**src/rtl/aes_pkg.sv**
```systemverilog
// Shared AES types and GF(2^8) constant-multiply helpers (poly 0x11B).
package aes_pkg;

  typedef logic [7:0]  aes_byte_t;
  typedef logic [31:0] aes_col_t;

  localparam aes_byte_t AES_POLY_RED = 8'h1B;

  function automatic aes_byte_t gf_xtime(input aes_byte_t a);
    return {a[6:0], 1'b0} ^ (a[7] ? AES_POLY_RED : '0);
  endfunction

  function automatic aes_byte_t gf_mul2(input aes_byte_t a);
    return gf_xtime(a);
  endfunction

  function automatic aes_byte_t gf_mul3(input aes_byte_t a);
    return gf_xtime(a) ^ a;
  endfunction

  function automatic aes_byte_t gf_mul9(input aes_byte_t a);
    aes_byte_t x1, x2, x3;
    x1 = gf_xtime(a);
    x2 = gf_xtime(x1);
    x3 = gf_xtime(x2);
    return x3 ^ a;
  endfunction

  function automatic aes_byte_t gf_mulb(input aes_byte_t a);
    aes_byte_t x1, x2, x3;
    x1 = gf_xtime(a);
    x2 = gf_xtime(x1);
    x3 = gf_xtime(x2);
    return x3 ^ x1 ^ a;
  endfunction

  function automatic aes_byte_t gf_muld(input aes_byte_t a);
    aes_byte_t x1, x2, x3;
    x1 = gf_xtime(a);
    x2 = gf_xtime(x1);
    x3 = gf_xtime(x2);
    return x3 ^ x2 ^ a;
  endfunction

  function automatic aes_byte_t gf_mule(input aes_byte_t a);
    aes_byte_t x1, x2, x3;
    x1 = gf_xtime(a);
    x2 = gf_xtime(x1);
    x3 = gf_xtime(x2);
    return x3 ^ x2 ^ x1;
  endfunction

endpackage

```
**src/rtl/aes_mix_byte.sv**
```systemverilog
// One MixColumns/InvMixColumns output byte from a rotated column.
// col_i[31:24] is the byte on the diagonal for this output row.
module aes_mix_byte
  import aes_pkg::*;
(
  input  logic        fwd_ninv_i,
  input  logic [31:0] col_i,
  output logic [7:0]  byte_o
);

  aes_byte_t a0, a1, a2, a3;

  // Row product: {2,3,1,1} forward, {e,b,d,9} inverse.
  always_comb begin
    a0 = col_i[31:24];
    a1 = col_i[23:16];
    a2 = col_i[15:8];
    a3 = col_i[7:0];
    if (fwd_ninv_i) begin
      byte_o = gf_mul2(a0) ^ gf_mul3(a1) ^ a2 ^ a3;
    end else begin
      byte_o = gf_mule(a0) ^ gf_mulb(a1) ^ gf_muld(a2) ^ gf_mul9(a3);
    end
  end

endmodule

```
**src/rtl/aes_mix_column.sv**
```systemverilog
// Combinational AES MixColumns / InvMixColumns on one 32-bit column.
// clk_i and rst_i are present only for interface uniformity.
module aes_mix_column
  import aes_pkg::*;
(
  input  logic        clk_i,
  input  logic        rst_i,
  input  logic        fwd_ninv_i,
  input  logic [31:0] col_i,
  output logic [31:0] col_o
);

  aes_col_t  rot_w [4];
  aes_byte_t byte_w [4];
  logic      unused_inputs;

  assign unused_inputs = clk_i ^ rst_i;

  // Output row i sees the column rotated left by i bytes.
  always_comb begin
    for (int unsigned i = 0; i < 4; i++) begin
      rot_w[i] = '0;
    end
    rot_w[0] = col_i;
    rot_w[1] = {col_i[23:0], col_i[31:24]};
    rot_w[2] = {col_i[15:0], col_i[31:16]};
    rot_w[3] = {col_i[7:0],  col_i[31:8]};
  end

  for (genvar g = 0; g < 4; g++) begin : g_row
    aes_mix_byte u_mix_byte (
      .fwd_ninv_i (fwd_ninv_i),
      .col_i      (rot_w[g]),
      .byte_o     (byte_w[g])
    );
  end

  assign col_o = {byte_w[0], byte_w[1], byte_w[2], byte_w[3]};

endmodule

```
**config.mk**
```make
export PLATFORM = sky130hd
export DESIGN_NAME = aes_mix_column
export DESIGN_NICKNAME = d
export VERILOG_FILES = /design/src/rtl/aes_pkg.sv /design/src/rtl/aes_mix_byte.sv /design/src/rtl/aes_mix_column.sv
export SDC_FILE = /design/constraint.sdc
export NUM_CORES = 1
export LEC_CHECK = 0
export CORE_ASPECT_RATIO = 1.25
export CORE_MARGIN = 4
export CORE_UTILIZATION = 50
export DETAILED_ROUTE_END_ITERATION = 10
export PLACE_DENSITY_LB_ADDON = 0.05
export SYNTH_ARGS = -nofsm -noshare
export SYNTH_HDL_FRONTEND = slang
export SYNTH_SLANG_ARGS = --single-unit
```
**constraint.sdc**
```tcl
create_clock -name vclk -period 2.6
set_clock_uncertainty 0.1 [all_clocks]
set_input_delay 0.26 -clock vclk [all_inputs]
set_output_delay 0.26 -clock vclk [all_outputs]
set_load 0.05 [all_outputs]
```
==> results of run 1 <==
==> metrics by stage <==
| step | hold slack, ns | instances |
|---|---|---|
| 2_1_floorplan | 0.7248 | 294 |
| 3_3_place_gp | 1.361 | 500 |
| 3_5_place_dp | 1.376 | 500 |
==> synthesized netlist by cell type <==
| master | number |
|---|---|
| xor2_4 | 1 |
| xnor3_2 | 1 |
| clkbuf_2 | 1 |
| xnor2_2 | 9 |
| nand2_1 | 12 |
| xor3_1 | 1 |
| o21ai_1 | 5 |
| buf_2 | 13 |
| xor2_1 | 41 |
| xnor2_4 | 3 |
| mux2i_1 | 4 |
| inv_1 | 1 |
| clkbuf_1 | 6 |
| xnor2_1 | 159 |
| xor2_2 | 1 |
| nor2_1 | 7 |
| xnor3_1 | 13 |
| buf_6 | 3 |
| nor2b_1 | 1 |
| buf_4 | 5 |
| o21ai_0 | 6 |
| o21a_1 | 1 |
==> logic make-up after synthesis <==
| family | count (synthesis) |
|---|---|
| simple gates | 20 |
| buf+inv | 29 |
| compound gates | 12 |
| xor+xnor | 229 |
| mux | 4 |
==> summary.md, run 1 <==
| Metric | Value |
|---|---|
| Routability cong. | 0.8998 |
| Post-CTS Setup Inserts | 20 |
| Die width | 73.88 um |
| Port Buffer Count | 65 |
| # IOs | 67 |
| Number of distinct library cells after synthesis | 22 |
| Synthesized area per cell | 9.227 um2 |
| CTS resizes | 152 |
| Dominant cells by area after synthesis | xnor2_1, xor2_1, xnor3_1 |
| Cell Area, Placed | between 0.004 and 0.005 mm2 |
| Syn. warnings | 0 |
| Stop Error | [ERROR DPL-0038] Utilization greater than 100%, impossible to legalize |
| Run status | stopped before the end |
| Largest area contributor in the netlist | xnor2_1 |
| Hpwl dp | 7584 um |
| Largest family of logic cells by synthesized area | XOR/XNOR gates |
| Post-synth top area share | 51.34% |
| # rows | 29 |
| Post-synthesis compound-gate area fraction | around 2.3% |
| Chip Height | 90.35 um |
| Net Count, Synth | approximately 330 |
| Post-Synthesis Cell Area | 0.002713 mm2 |
| Mapped Cells | 294 |
| Initial core utilization | 52.65% |
| Exit stage | clock tree synthesis |
| Synth Area in XOR/XNOR | 87.18% |
| Adder-cell share of the synthesized area | 0% |
| Register area share after synthesis | 0% |
| Synth Area in Simple Gates | between 2 and 3% |
| Pre-CTS setup slack | -0.4887 ns |
| CTS Hold Bufs | 0 |
| Mux contribution to synthesized area | under 10% |
==> run 2, diff against run 1 <==
- CORE_ASPECT_RATIO: 1.25 -> not set
- CORE_UTILIZATION: 50 -> 35
- PLACE_DENSITY_LB_ADDON: 0.05 -> 0.15
==> run 2 against run 1 <==
The flow now finishes without violations. Synthesized cell count stayed put. Area after synthesis unchanged.
==> summary.md, run 2 <==
| Metric | Value |
|---|---|
| Max VDD drop | 534.2 uV |
| Area taken by multi-input logic gates | 0.003120 mm2 |
| Critical Path RT | 2.24 ns |
| # DRC | 0 |
| Pre-CTS setup slack | -0.4622 ns |
| First-pass GRT wire length | 14,080 um |
| Dpl cells | between 500 and 600 |
| Run status | completed |
| Hpwl dp | 7236 um |
| CTS Hold Bufs | 0 |
| Final hold viol count | 0 |
| Non-Filler Instances | 559 |
| Post-Route WL | 9127 um |
| Initial antenna violation count | 0 |
| Largest net degree at the start of global routing | 37 |
| Leak | 2.334 nW |
| Register area share after synthesis | 0% |
| Clock buf count | 0 |
| Worst hold path type | in2out |
| Fmax | 0.3865 GHz |
| Pwr dens | 864.7 mW/mm2 |
| Vias | between 2k and 2.5k |
| Max incr delay on CP | 0.46 ns |
| Most common cell after layout, fill and taps aside | buf_4 |
| Worst-Margin Slew | 0.4515 ns |
| 1st-pass router iterations | 4 |
| CP max FO | 5 |
| Synth top cells by count | xnor2_1, xor2_1, buf_2, xnor3_1, nand2_1 |
| # rows | 31 |
| Initial core utilization | around 37% |
| Crit path launch type | primary input |
| Initial drt markers | 99 |
| Ant. Diodes | 0 |
| Filler cell count | 529 |
| Mapped Cells | slightly below 300 |
| Worst hold margin | 1.088 ns |
| Final WS setup | between 0.01 and 0.015 ns |
| Final setup fails | 0 |
| Chip Height | 96.04 um |
| GRT Overall Usage | 19.88% |
| Top-count cell post-synth | xnor2_1 |
| Port Buffer Count | 65 |
| Max-slew violation count | 0 |
| Most frequent cells in the layout | buf_4, xnor2_1, xnor2_2 |
| Post-Synthesis Cell Area | 0.002713 mm2 |
| Layout overhead on the synthesized area | 91.84% |
| Slew HR | 69.79% |
| Crit path capture type | output pin |
| Post-DRT Antenna Nets | 0 |
| Net Count, Synth | 329 |
| Synthesized area per cell | 9.227 um2 |
| Final core occ | between 70 and 80% |
| Tcrit/Tclk final | 99.50% |
| Final Net Count | 497 |
| Crit-path slowest cell | xnor3_1 |
| CORE AREA | around 0.0074 mm2 |
| Syn. warnings | 0 |
| Max Cap Violations | 0 |
| Register Area | 0 um2 |
| Crit path DAT | 2.23 ns |
| Vias/cell | between 4 and 5 |
| Routed len/inst | between 15 and 20 um |
| Routability cong. | 0.8965 |
| Dominant cells by area after synthesis | xnor2_1, xor2_1, xnor3_1 |
| Die area | 0.009223 mm2 |
| Cell Chain, Critical Path | buf_2, buf_4, xnor2_4, xnor2_2, xnor2_1, xnor3_1, o21a_2, xnor2_2, buf_12 |
| # IOs | 67 |
| Overall power | 4.500 mW |
| GRT Residual Overflow | 0 |
| Number of distinct library cells after synthesis | 22 |
| Vias in the first global route | 2,699 |
| Post-synth top area share | 51.34% |
| Top cell by count, worst path | xnor2_2 |
| Die width | slightly below 100 um |
| Number of sequential cells | 0 |
| Share of post-route cells with drive strength above 1 | 58.26% |
| Final min period | 2.587 ns |
| CP Class | in2out |
| Largest area contributor in the netlist | xnor2_1 |
-- run 2: metrics by stage --
stage | instance area [um2] | TNS, ns
2_1_floorplan | 2844 | -0.5085
3_3_place_gp | 4591 | -8.353
3_5_place_dp | 4591 | -8.504
4_1_cts | 5062 | 0
5_1_grt | 5204 | -0.2729
6_report | 5204 | 0
-- run 2: final timing paths --
path	to	startpoint	slack (ns)	cells past startpoint
min	col_o[16]	col_i[24]	1.09	6
max	col_o[3]	col_i[31]	0.01	9
-- run 2: repair_timing --
item,CTS,global route
resized for setup,125,53
buffers inserted,19,9
cloned,0,0
pin swaps,45,43
endpoints found under the setup margin,32,24
-- run 2: power by group --
group	switching [mW]	internal (mW)	leakage, nW
clock	0	0	0
sequential	0	0	0
combinational	2.18	2.32	2.33
-- run 2: per-layer routing --
metal / global-route usage (%) / share of wire (%) / up-vias
li1: - / - / 1221
met1: 26.26 / 43 / 1165
met2: 36.75 / 52 / 58
met3: 0.7037 / 3.3 / 11
met4: 2.370 / 1.7 / 0
met5: 0 / 0 / -
-- run 2: area by class of cell --
| cell class | instances | area share [%] |
|---|---|---|
| well taps | 99 | 2.380 |
| multi-input cells | 265 | 59.97 |
| inverters | 1 | 0.07213 |
| repair buffers | 194 | 37.58 |
-- run 2: logic make-up after synthesis --
family | after synthesis | synth area share (%)
AOI/OAI and AO/OA | 12 | 2.306
and+or+nand+nor | 20 | 2.860
buffers and inverters | 29 | 6.180
muxes | 4 | 1.476
xor gates and xnor gates | 229 | 87.18
-- run 2: critical path: cells and delay by family --
kind / cells / cell delay, ns
XOR/XNOR: 5 / 1.22
AO/OA/AOI/OAI: 1 / 0.27
buffers and inverters: 3 / 0.48
(Power assumes the default switching activity.)
